`config.mk`:
```
export PLATFORM = sky130hd
export DESIGN_NAME = mem_stage
export DESIGN_NICKNAME = d
export VERILOG_FILES = /design/src/rtl/mem_stage.sv
export SDC_FILE = /design/constraint.sdc
export NUM_CORES = 1
export LEC_CHECK = 0
export ABC_AREA = 1
export CAP_MARGIN = 30
export CORE_AREA = 2 2 84 86
export CTS_CLUSTER_SIZE = 16
export DETAILED_ROUTE_END_ITERATION = 16
export DIE_AREA = 0 0 86 88
export HOLD_SLACK_MARGIN = 0.12
export PLACE_DENSITY_LB_ADDON = 0.12
export SLEW_MARGIN = 5
export SYNTH_ARGS = -nofsm -noshare
export SYNTH_HDL_FRONTEND = slang
export SYNTH_SLANG_ARGS = --single-unit
```
`constraint.sdc`:
```
create_clock -name clock -period 2.1 [get_ports clock]
set_clock_uncertainty 0.15 [all_clocks]
set_input_delay 0.315 -clock clock [delete_from_list [all_inputs] [get_ports clock]]
set_output_delay 0.315 -clock clock [all_outputs]
set_load 0.005 [all_outputs]
```
`src/rtl/mem_stage.sv`:
```
// mem_stage: memory-access pipeline stage of the 8-bit processor.
// It accepts the execute-stage bundle and runs loads/stores against data
// memory over a req/ack handshake, stalling upstream while one is open.
// It turns jumps into a one-cycle pc_load pulse and registers the
// write-back bundle for the next stage.
// Optional feature: define MEM_TIMEOUT_EN to abort a transaction that has
// not been acked within TIMEOUT_CYCLES WAIT cycles and raise sticky mem_err.
//
// Memory handshake: mem_req rises the cycle after a memory bundle is
// accepted. mem_we, mem_addr and mem_wdata are stable for as long as mem_req
// is high. The transaction completes on the rising edge where mem_req=1 and
// mem_ack=1 are sampled together; mem_rdata must be valid in that cycle.
// mem_ack may already be high in the first mem_req cycle. mem_ack is ignored
// while no request is open. A reset may drop mem_req mid-transaction.
module mem_stage #(
  parameter int TIMEOUT_CYCLES = 16
) (
  input  logic       clock,
  input  logic       reset_n,
  input  logic       valid_in,
  input  logic       WRMem,
  input  logic       WMMem,
  input  logic       RMMem,
  input  logic       NEQMem,
  input  logic       JMem,
  input  logic       JCMem,
  input  logic       zeroOut,
  input  logic [7:0] acOutValue,
  input  logic [7:0] ulaJumpOut,
  input  logic [7:0] rs,
  input  logic [1:0] rdOut,
  output logic       stall_o,
  output logic       pc_load,
  output logic [7:0] pc_target,
  output logic       mem_req,
  output logic       mem_we,
  output logic [7:0] mem_addr,
  output logic [7:0] mem_wdata,
  input  logic [7:0] mem_rdata,
  input  logic       mem_ack,
  output logic       wb_valid,
  output logic       wb_wr,
  output logic [1:0] wb_rd,
  output logic [7:0] wb_data,
  output logic       mem_err,
  output logic       dbg_state
);

  localparam logic ST_IDLE = 1'b0;
  localparam logic ST_WAIT = 1'b1;

  // The counter is 8 bits wide, so the limit must fit in 1..255.
  if (TIMEOUT_CYCLES < 1 || TIMEOUT_CYCLES > 255) begin : g_bad_timeout
    $error("mem_stage: TIMEOUT_CYCLES must be in 1..255");
  end

  logic       state_q, state_d;
  logic       mem_req_q, mem_req_d;
  logic       mem_we_q, mem_we_d;
  logic [7:0] mem_addr_q, mem_addr_d;
  logic [7:0] mem_wdata_q, mem_wdata_d;
  logic       pc_load_q, pc_load_d;
  logic [7:0] pc_target_q, pc_target_d;
  logic       wb_valid_q, wb_valid_d;
  logic       wb_wr_q, wb_wr_d;
  logic [1:0] wb_rd_q, wb_rd_d;
  logic [7:0] wb_data_q, wb_data_d;
  // Bundle fields kept across WAIT; the saved ALU result lives in mem_addr_q.
  logic [1:0] sv_rd_q, sv_rd_d;
  logic       sv_wr_q, sv_wr_d;
  logic       sv_load_q, sv_load_d;

  logic is_mem;
  logic taken;

`ifdef MEM_TIMEOUT_EN
  localparam logic [7:0] TMO_LAST = 8'(TIMEOUT_CYCLES - 1);
  logic [7:0] tmo_cnt_q, tmo_cnt_d;
  logic       mem_err_q, mem_err_d;
`endif

  assign is_mem = RMMem | WMMem;
  // NEQMem selects the polarity: 0 jumps on zero, 1 jumps on non-zero.
  assign taken  = JMem | (JCMem & (zeroOut ^ NEQMem));

  // Next-state and output-register logic for the IDLE/WAIT controller.
  always_comb begin
    state_d     = state_q;
    mem_req_d   = mem_req_q;
    mem_we_d    = mem_we_q;
    mem_addr_d  = mem_addr_q;
    mem_wdata_d = mem_wdata_q;
    pc_load_d   = 1'b0;
    pc_target_d = pc_target_q;
    wb_valid_d  = 1'b0;
    wb_wr_d     = wb_wr_q;
    wb_rd_d     = wb_rd_q;
    wb_data_d   = wb_data_q;
    sv_rd_d     = sv_rd_q;
    sv_wr_d     = sv_wr_q;
    sv_load_d   = sv_load_q;
`ifdef MEM_TIMEOUT_EN
    tmo_cnt_d   = tmo_cnt_q;
    mem_err_d   = mem_err_q;
`endif
    case (state_q)
      ST_IDLE: begin
        if (valid_in) begin
          if (taken) begin
            pc_load_d   = 1'b1;
            pc_target_d = ulaJumpOut;
          end
          if (is_mem) begin
            state_d     = ST_WAIT;
            mem_req_d   = 1'b1;
            mem_we_d    = WMMem;
            mem_addr_d  = acOutValue;
            mem_wdata_d = rs;
            sv_rd_d     = rdOut;
            sv_wr_d     = WRMem;
            // A bundle with both read and write set is a plain store.
            sv_load_d   = ~WMMem;
`ifdef MEM_TIMEOUT_EN
            tmo_cnt_d   = 8'd0;
`endif
          end else begin
            wb_valid_d = 1'b1;
            wb_wr_d    = WRMem;
            wb_rd_d    = rdOut;
            wb_data_d  = acOutValue;
          end
        end
      end
      ST_WAIT: begin
        if (mem_ack) begin
          state_d    = ST_IDLE;
          mem_req_d  = 1'b0;
          wb_valid_d = 1'b1;
          wb_wr_d    = sv_wr_q;
          wb_rd_d    = sv_rd_q;
          wb_data_d  = sv_load_q ? mem_rdata : mem_addr_q;
        end
`ifdef MEM_TIMEOUT_EN
        else if (tmo_cnt_q == TMO_LAST) begin
          // Abort: retire the bundle without a register write and flag it.
          state_d    = ST_IDLE;
          mem_req_d  = 1'b0;
          wb_valid_d = 1'b1;
          wb_wr_d    = 1'b0;
          wb_rd_d    = sv_rd_q;
          mem_err_d  = 1'b1;
          tmo_cnt_d  = tmo_cnt_q + 8'd1;
        end else begin
          tmo_cnt_d  = tmo_cnt_q + 8'd1;
        end
`endif
      end
      default: state_d = ST_IDLE;
    endcase
  end

  // State and output registers with asynchronous active-low reset.
  always_ff @(posedge clock or negedge reset_n) begin
    if (!reset_n) begin
      state_q     <= ST_IDLE;
      mem_req_q   <= 1'b0;
      mem_we_q    <= 1'b0;
      mem_addr_q  <= 8'h00;
      mem_wdata_q <= 8'h00;
      pc_load_q   <= 1'b0;
      pc_target_q <= 8'h00;
      wb_valid_q  <= 1'b0;
      wb_wr_q     <= 1'b0;
      wb_rd_q     <= 2'd0;
      wb_data_q   <= 8'h00;
      sv_rd_q     <= 2'd0;
      sv_wr_q     <= 1'b0;
      sv_load_q   <= 1'b0;
    end else begin
      state_q     <= state_d;
      mem_req_q   <= mem_req_d;
      mem_we_q    <= mem_we_d;
      mem_addr_q  <= mem_addr_d;
      mem_wdata_q <= mem_wdata_d;
      pc_load_q   <= pc_load_d;
      pc_target_q <= pc_target_d;
      wb_valid_q  <= wb_valid_d;
      wb_wr_q     <= wb_wr_d;
      wb_rd_q     <= wb_rd_d;
      wb_data_q   <= wb_data_d;
      sv_rd_q     <= sv_rd_d;
      sv_wr_q     <= sv_wr_d;
      sv_load_q   <= sv_load_d;
    end
  end

`ifdef MEM_TIMEOUT_EN
  // Timeout counter and sticky error flag; mem_err clears only on reset.
  always_ff @(posedge clock or negedge reset_n) begin
    if (!reset_n) begin
      tmo_cnt_q <= 8'd0;
      mem_err_q <= 1'b0;
    end else begin
      tmo_cnt_q <= tmo_cnt_d;
      mem_err_q <= mem_err_d;
    end
  end
  assign mem_err = mem_err_q;
`else
  assign mem_err = 1'b0;
`endif

  // Upstream holds while a memory bundle is offered or a request is open.
  assign stall_o = ((state_q == ST_IDLE) & valid_in & is_mem) |
                   ((state_q == ST_WAIT) & ~mem_ack);

  assign pc_load   = pc_load_q;
  assign pc_target = pc_target_q;
  assign mem_req   = mem_req_q;
  assign mem_we    = mem_we_q;
  assign mem_addr  = mem_addr_q;
  assign mem_wdata = mem_wdata_q;
  assign wb_valid  = wb_valid_q;
  assign wb_wr     = wb_wr_q;
  assign wb_rd     = wb_rd_q;
  assign wb_data   = wb_data_q;
  assign dbg_state = state_q;

endmodule

```
* After elaboration in Yosys (flattened, before gate mapping) *
Index checks and enable logic that the tools add are counted.

storage, ports and cells
  output and inout port bits = 42
  input bits = 45
  register bits = 44

cells by class
  eq/ne operators = 4
  reductions and logical operators = 4
  muxes and demuxes = 28
  bitwise operators = 11

operator list
  operator                                       number
  8-bit two-way mux                              4
  8-bit case mux with 2 select lines             1
  1-bit two-way mux                              15
  3-bit AND reduction                            4
  2-bit inequality test (second input constant)  4
  1-bit case mux with 2 select lines             4
  2-bit two-way mux                              3
  1-bit AND                                      4
  2-bit case mux with 2 select lines             1
  1-bit NOT                                      3
  1-bit bitwise OR                               3
  1-bit bitwise XOR                              1

* Logic depth before layout (Yosys ltp) *
Gate-level depths: netlist of run 1.

  word-level depth = 6
  gate-level depth with buffers = 8
  gate-level depth less buffers = 7

* Worst setup path after synthesis of run 1 *
Ideal clock, no wire load.

  path kind = reg2out
  from = reg state_q, in the netlist dbg_state
  to = out stall_o
  cell stages (with the launch flop) = 5
  setup slack = 579 ps
  required time = 1,635 ps
  arrival time = 1,056 ps
  cells stage by stage = dfrtp_1 -> nor3_4 -> inv_2 -> buf_6 -> o21ai_0

on the way
  longest elaborated chain between the ends = 4

RTL lines
  what                    RTL line  RTL
  from (decl)             57        logic state_q, state_d;
  from (signal assigned)  180       state_q <= state_d;
  1-bit NOT (no line)     -
  1-bit AND (2 in a row)  214       assign stall_o = ((state_q == ST_IDLE) & valid_in & is_mem) |
  1-bit bitwise OR (*)    214
  to (decl)               32        output logic stall_o,

Every way passes the cells marked *; elsewhere a longest branch is shown, timed or not.

* Worst setup path after layout of run 1 *
  from = reg state_q, in the netlist dbg_state
  to = out dbg_state

RTL lines
  what       RTL line  RTL
  to (decl)  46        output logic dbg_state

No word-level cell between the ends.

==> results of run 1 <==
power by group:
group	leakage [nW]	total [mW]	internal (mW)	switching, mW
clock network	0.0503	0.570	0.293	0.277
registers	0.540	1.17	1.05	0.126
logic	0.882	0.880	0.528	0.352
total	1.47	2.63	1.87	0.755
routing by layer:
metal	global-route usage [%]	vias to the layer above	wire, µm
li1	-	917	-
met1	18.4	803	2280
met2	22.8	52	2440
met3	4.71	6	360
met4	4.76	0	66
met5	0	-	0
cells in the mapped netlist, types with 2 or more instances:
cell       n
nand2_1  110
dfrtp_1   44
o21ai_0   24
nand3_1   17
inv_1     16
buf_2      6
nor2_1     4
a21oi_1    3
buf_4      2
buf_6      2
inv_2      2
nand2_2    2
nand2_4    2
metrics by stage:
step | utilization, % | cells
finish | 45.4 | 410
global placement | 43.8 | 402
detailed placement | 43.8 | 402
CTS | 45.4 | 410
floorplan | - | 238
global route | 45.4 | 410
worst reg2reg max path, stage by stage (launching register included):
cell	delay (ns)
dfrtp_1	0.43
buf_4	0.21
nor2_1	0.17
nand2_2	0.18
nand2_4	0.21
nor2_1	0.06
a21oi_1	0.10
area by class of cell:
class / count / area, µm²
inverters: 18 / 67.6
flip-flops and latches: 44 / 1100
multi-input cells: 166 / 717
well taps: 80 / 100
repair buffers: 95 / 935
fillers: 668 / 3630
clock buffers: 7 / 96.3
how the worst min path moves through the flow:
stage	endpoint	cells after the start	slack (ns)	start
2_1_floorplan	dbg_state	0	-0.13	reset_n
3_3_place_gp	mem_wdata[3]	1	0.15	reset_n
3_5_place_dp	mem_wdata[3]	1	0.16	reset_n
4_1_cts	pc_target[0]	2	0.33	pc_target[0]
5_1_grt	mem_wdata[0]	2	0.35	mem_wdata[0]
6_report	mem_wdata[5]	2	0.32	mem_wdata[5]
what timing repair did:
item | 4_1_cts | 5_1_grt
hold buffers | 1 | 0
endpoints found under the hold margin | 19 | 0
setup endpoints to repair | 1 | 0
gates resized for setup | 1 | 0
logic make-up after synthesis:
family                 count (synthesis)
other                                  1
DFF                                   44
buffers and inverters                 28
AOI/OAI and AO/OA                     28
and+or+nand+nor                      137
registers in the layout, indices dropped and copies added, names as in the netlist, 2 cells and up:
register	cells
wb_data	8
pc_target	8
mem_addr	8
wb_rd	2
sv_rd_q	2
mem_wdata	8
==> metrics.md, run 1 <==
| Metric | Value |
|---|---|
| Outcome | `finished, final reports clean` |
| CP startpoint | `dbg_state` |
| Initial antenna violation count | `0` |
| Pins Over Slew Limit | `0` |
| Fin crit share | `92.7%` |
| Kind of start point of the critical path | `flop` |
| Max incr delay on CP | `0.53 ns` |
| FF+latch count, synth | `between 40 and 50` |
| RSZ-0062 raised after global routing | `false` |
| Number of global-route vias before repair | `between 1500 and 2000` |
| CTS clock-pin slew for the worst setup and hold paths | `0.08 ns` |
| Mux contribution to synthesized area | `0%` |
| CP endpoint | `dbg_state` |
| Worst path depth | `2` |
| Endpoints failing hold | `0` |
| Avg Inst Size Synth | `between 8 and 9 µm²` |
| Worst-skew pair later-pin latency | `between 0.2 and 0.3 ns` |
| GP Congestion | `0.749` |
| CP cell instances | `buf_4 -> clkdlybuf4s50_1` |
| Pin count of the biggest net entering global routing | `26` |
| Synth top area cells | `dfrtp_1 56%, nand2_1 21%, o21ai_0 6.1%` |
| Final #Nets | `375` |
| Clock root cell | `clkbuf_8` |
| Synth warnings | `0` |
| Overall routing resource usage | `14.3%` |
| DRC viols | `0` |
| Crit path required time | `about 1.6 ns` |
| Worst path slowest cell | `clkdlybuf4s50_1` |
| Yosys top cell by area | `dfrtp_1` |
| Placed instance area | `0.00291 mm²` |
| Largest family of logic cells by synthesized area | `simple AND/OR/NAND/NOR gates` |
| Htree depth | `2` |
| Max-cap viol count | `0` |
| Post-Synth Simple-Gate Area | `29.2%` |
| CP Buf/Inv Count | `2` |
| Cells on worst reg2reg path | `6` |
| Crit end category | `output port` |
| Setup TNS | `0 ns` |
| Vias/cell | `4.34` |
| WL per Instance | `12.6 µm` |
| DRT Pass-1 Iters | `4` |
| Place WS | `-0.0704 ns` |
| Async set-reset flop share out of synthesis | `between 90% and 100%` |
| Commonest non-fill, non-tap cell in the layout | `nand2_1` |
| Die Span Y | `88 µm` |
| Fin worst setup slack | `roughly 0.15 ns` |
| DPL Wire Length | `~3700 µm` |
| Most used flip-flop cell after synthesis | `dfrtp_1` |
| Die Width | `86 µm` |
| Top cell type's share of synthesized area | `56.4%` |
| Flop2flop setup slack | `approximately 0.52 ns` |
| Final Cell Area | `0.00302 mm²` |
| CTS tree | `yes` |
| First-pass GRT wire length | `8340 µm` |
| Core ar. | `approximately 0.0066 mm²` |
| Vias after detailed routing | `1778` |
| Gr ovfl total | `0` |
| Hold crit path type | `reg -> reg` |
| Crit-path leading delay family | `buffers and inverters` |
| Final setup violating endpoints | `0` |
| Synth Area in Compound Gates | `7.30%` |
| Clk sinks | `44` |
| EDFF count, synth | `0` |
| P per Cell Area | `870 mW/mm²` |
| Post-synth cell types | `17` |
| Synthesized netlist cell count | `238` |
| Critical Path AT | `1.48 ns` |
| Area Growth Syn to Fin | `54.5%` |
| Worst r2r src | `dbg_state` |
| # IOs | `87` |
| TritonCTS Buffers | `5` |
| Commonest non-fill, non-tap cells in the layout | `110 x nand2_1, 83 x clkdlybuf4s50_1, 44 x dfrtp_1` |
| Num rows | `30` |
| Routed wire length | `5150 µm` |
| Share of cells above drive strength 1 | `7.58%` |
| Hold Slack | `0.324 ns` |
| Antenna viol nets, final | `0` |
| Worst-Margin Slew | `between 0.5 and 0.6 ns` |
| Synthesized net count | `roughly 280` |
| CP Max Fanout | `11` |
| I/O Buffers | `85` |
| Adder-cell share of the synthesized area | `0%` |
| Die area | `0.00757 mm²` |
| N_diodes | `0` |
| Setup Buffers After CTS | `0` |
| Worst reg2reg path endpoint | `wb_wr` |
| Lkg Pwr | `1.47 nW` |
| Initial Util | `29.4%` |
| Clock Path Buffers | `2` |
| Final Critical Period | `1.95 ns` |
| Sequential area share after synthesis | `56.4%` |
| Critical path class | `reg -> out` |
| Peak VDD IR | `0.247 mV` |
| Power, Total | `2.63 mW` |
| Slew margin rel. | `between 60% and 70%` |
| Synth Cell Area | `0.00195 mm²` |
| Post-Synth XOR/XNOR Area | `0%` |
| Detailed router's first-iteration violation count | `76` |
| Fmax achieved | `0.513 GHz` |
Power figures use the tool's default switching activity.
==> run 2, diff against run 1 <==
--- a/config.mk
+++ b/config.mk
@@ -7,13 +7,14 @@
 export LEC_CHECK = 0
 export ABC_AREA = 1
 export CAP_MARGIN = 30
-export CORE_AREA = 2 2 84 86
+export CORE_AREA = 2 2 69 71
 export CTS_CLUSTER_SIZE = 16
 export DETAILED_ROUTE_END_ITERATION = 16
-export DIE_AREA = 0 0 86 88
+export DIE_AREA = 0 0 71 73
+export GPL_ROUTABILITY_DRIVEN = 0
 export HOLD_SLACK_MARGIN = 0.12
 export PLACE_DENSITY_LB_ADDON = 0.12
-export SLEW_MARGIN = 5
+export SLEW_MARGIN = 40
 export SYNTH_ARGS = -nofsm -noshare
 export SYNTH_HDL_FRONTEND = slang
 export SYNTH_SLANG_ARGS = --single-unit
==> run 2 against run 1 <==
Via count rose by 1.3%; critical path depth rose by 4; non-clock buffer count did not move; power fell by 3.0%; hold slack barely moved; sequential share of layout area rose by 0.63 points; routed wire length fell by 8.4%; global-route usage rose by 5.2 points; register-to-register slack improved by 0.16 ns; cell area fell by 1.7%; combinational power fell by 0.9%; fmax rose by 3.9%; critical path type is now in -> out; largest power group unchanged; highest routed layer unchanged.
==> metrics.md, run 2 (synthesized netlist as in run 1, its figures left out) <==
| Metric | Value |
|---|---|
| N_diodes | `0 (unchanged)` |
| Pins Over Slew Limit | `0 (unchanged)` |
| Hold path endpoint | `pc_target[6] (was mem_wdata[5])` |
| Fmax achieved | `0.533 GHz (was 0.513 GHz)` |
| Peak VDD IR | `0.507 mV (was 0.247 mV)` |
| Final #Nets | `375 (unchanged)` |
| Met2 Use GR | `33.2% (was 22.8%)` |
| Worst reg2reg path endpoint | `wb_wr (unchanged)` |
| Crit end category | `output port (unchanged)` |
| Vias after detailed routing | `1801 (was 1778)` |
| Comb power frac | `34.3% (was 33.5%)` |
| Detailed router's first-iteration violation count | `112 (was 76)` |
| Commonest non-fill, non-tap cells in the layout | `110 x nand2_1, 83 x clkdlybuf4s50_1, 44 x dfrtp_1 (unchanged)` |
| Hold crit path type | `reg -> reg (unchanged)` |
| Crit path required time | `1.63 ns (about the same)` |
| Num rows | `25 (was 30)` |
| Internal | `1.80 mW (was 1.87 mW)` |
| Min-Delay Path Depth | `2 (unchanged)` |
| Placed Cells incl. Taps | `376 (was 402)` |
| Worst r2r src | `dbg_state (unchanged)` |
| DRC viols | `0 (unchanged)` |
| Area Growth Syn to Fin | `51.8% (was 54.5%)` |
| Vias/cell | `4.69 (was 4.34)` |
| Flop2flop setup slack | `0.68 ns (was 0.52 ns)` |
| I/O Buffers | `85 (unchanged)` |
| Clk sinks | `44 (unchanged)` |
| CTS tree | `yes (unchanged)` |
| Worst-skew pair later-pin latency | `0.29 ns (about the same)` |
| CP Max Fanout | `2 (was 11)` |
| RSZ-0062 raised after global routing | `false (unchanged)` |
| First-pass GRT wire length | `7960 µm (was 8340 µm)` |
| Reg power frac | `46.3% (was 44.8%)` |
| Core ar. | `0.00454 mm² (was 0.00664 mm²)` |
| Gr ovfl total | `0 (unchanged)` |
| Endpoints failing hold | `0 (unchanged)` |
| Clock root cell | `clkbuf_8 (unchanged)` |
| Worst-Margin Slew | `0.561 ns (was 0.520 ns)` |
| Final setup violating endpoints | `0 (unchanged)` |
| Max-cap viol count | `0 (unchanged)` |
| Min-delay src | `pc_target[6] (was mem_wdata[5])` |
| Fin cells | `384 (was 410)` |
| Switching Fraction | `29.2% (was 28.8%)` |
| Initial antenna violation count | `0 (unchanged)` |
| Cells on worst reg2reg path | `5 (was 6)` |
| Psw | `0.743 mW (was 0.755 mW)` |
| Commonest non-fill, non-tap cell in the layout | `nand2_1 (unchanged)` |
| Clock Path Buffers | `2 (unchanged)` |
| Die Width | `71 µm (was 86 µm)` |
| Antenna viol nets, final | `0 (unchanged)` |
| Met3 usage | `6.35% (was 4.71%)` |
| TritonCTS Buffers | `5 (unchanged)` |
| Busiest grt layer | `met2 (unchanged)` |
| Fin worst setup slack | `0.226 ns (was 0.152 ns)` |
| P per Cell Area | `859 mW/mm² (was 870 mW/mm²)` |
| Share of cells above drive strength 1 | `7.27% (was 7.58%)` |
| WL per Instance | `12.3 µm (was 12.6 µm)` |
| # IOs | `87 (unchanged)` |
| Footprint of the multi-input gates | `717 µm² (unchanged)` |
| Lkg Pwr | `1.46 nW (was 1.47 nW)` |
| Met1 Track Usage GR | `24.0% (was 18.4%)` |
| Outcome | `finished, final reports clean (unchanged)` |
| Number of global-route vias before repair | `1741 (was 1690)` |
| Htree depth | `2 (unchanged)` |
| DRT Pass-1 Iters | `4 (unchanged)` |
| Fin crit share | `89.3% (was 92.7%)` |
| Initial Util | `43.1% (was 29.4%)` |
| Critical path class | `in -> out (was reg -> out)` |
| Power share of the clock group | `19.4% (was 21.7%)` |
| Kind of start point of the critical path | `input port (was flop)` |
| Final Critical Period | `1.87 ns (was 1.95 ns)` |
| Die Span Y | `73 µm (was 88 µm)` |
| Routed wire length | `4720 µm (was 5150 µm)` |
| Slew margin rel. | `62.6% (was 65.3%)` |
| Sequential Area | `0.00110 mm² (unchanged)` |
| DPL Wire Length | `3510 µm (was 3720 µm)` |
| Die area | `0.00518 mm² (was 0.00757 mm²)` |
| Fill count | `394 (was 668)` |
| CTS clock-pin slew for the worst setup and hold paths | `0.08 ns (about the same)` |
| Critical Path AT | `1.41 ns (was 1.48 ns)` |
| Place WS | `-0.0684 ns (was -0.0704 ns)` |
| Setup Buffers After CTS | `0 (unchanged)` |
| Pin count of the biggest net entering global routing | `26 (unchanged)` |
| Overall routing resource usage | `19.5% (was 14.3%)` |
run 2: through the flow:
step | hold WS (ns) | power, mW | utilization, % | instance area, µm² | setup TNS (ns)
after floorplan | -0.131 | 1.51 | - | 1950 | 0
after global placement | 0.182 | 2.06 | 63.5 | 2880 | -0.0553
after detailed placement | 0.183 | 2.08 | 63.5 | 2880 | -0.0684
after CTS | 0.326 | 2.59 | 65.4 | 2970 | 0
after global routing | 0.346 | 2.73 | 65.4 | 2970 | 0
final | 0.324 | 2.55 | 65.4 | 2970 | 0
run 2: layout make-up:
cell class	instances	share of cell area [%]
clock buffers	6	2.45
well taps	54	2.28
multi-input cells	166	24.2
inverters	18	2.28
flip-flops and latches	44	37.1
clock inverters	1	0.169
repair buffers	95	31.5
run 2: repair_timing:
action,CTS,global route
setup endpoints to repair,1,0
gates resized for setup,1,0
endpoints found under the hold margin,22,0
hold buffers,1,0
run 2: worst max path at each step:
stage                          from  endpoint  slack (ns)  depth (start not counted)
final                      valid_in   stall_o        0.23                          6
after global routing       valid_in   stall_o        0.16                          6
after CTS                  valid_in   stall_o        0.21                          6
after detailed placement   valid_in   stall_o       -0.07                          6
after global placement     valid_in   stall_o       -0.06                          6
after floorplan           dbg_state   stall_o        0.58                          4
run 2: per-layer routing:
metal	part of all wire, %	vias up
met5	0	-
met4	0.78	0
met3	8.2	4
met2	49	64
met1	43	816
li1	-	917
run 2: power groups by stage:
stage          logic (mW)  registers (mW)  clock network (mW)
2_1_floorplan       0.328            1.18                   0
3_3_place_gp        0.872            1.19                   0
3_5_place_dp        0.884            1.20                   0
4_1_cts             0.887            1.18               0.518
5_1_grt             0.975            1.21               0.548
6_report            0.872            1.18               0.494
run 2: worst max-delay path: stages:
cell	delay (ns)
clkdlybuf4s50_1	0.46
inv_1	0.07
nor3_4	0.19
inv_2	0.05
o21ai_0	0.06
dlygate4sd2_1	0.27
==> run 3, diff against run 2 <==
--- a/config.mk
+++ b/config.mk
@@ -8,11 +8,12 @@
 export ABC_AREA = 1
 export CAP_MARGIN = 30
 export CORE_AREA = 2 2 69 71
+export CTS_CLUSTER_DIAMETER = 80
 export CTS_CLUSTER_SIZE = 16
 export DETAILED_ROUTE_END_ITERATION = 16
 export DIE_AREA = 0 0 71 73
 export GPL_ROUTABILITY_DRIVEN = 0
-export HOLD_SLACK_MARGIN = 0.12
+export HOLD_SLACK_MARGIN = 0.15
 export PLACE_DENSITY_LB_ADDON = 0.12
 export SLEW_MARGIN = 40
 export SYNTH_ARGS = -nofsm -noshare
==> results of run 3 <==
Same layout as run 2: the final DEF is identical, and so are final timing and power.
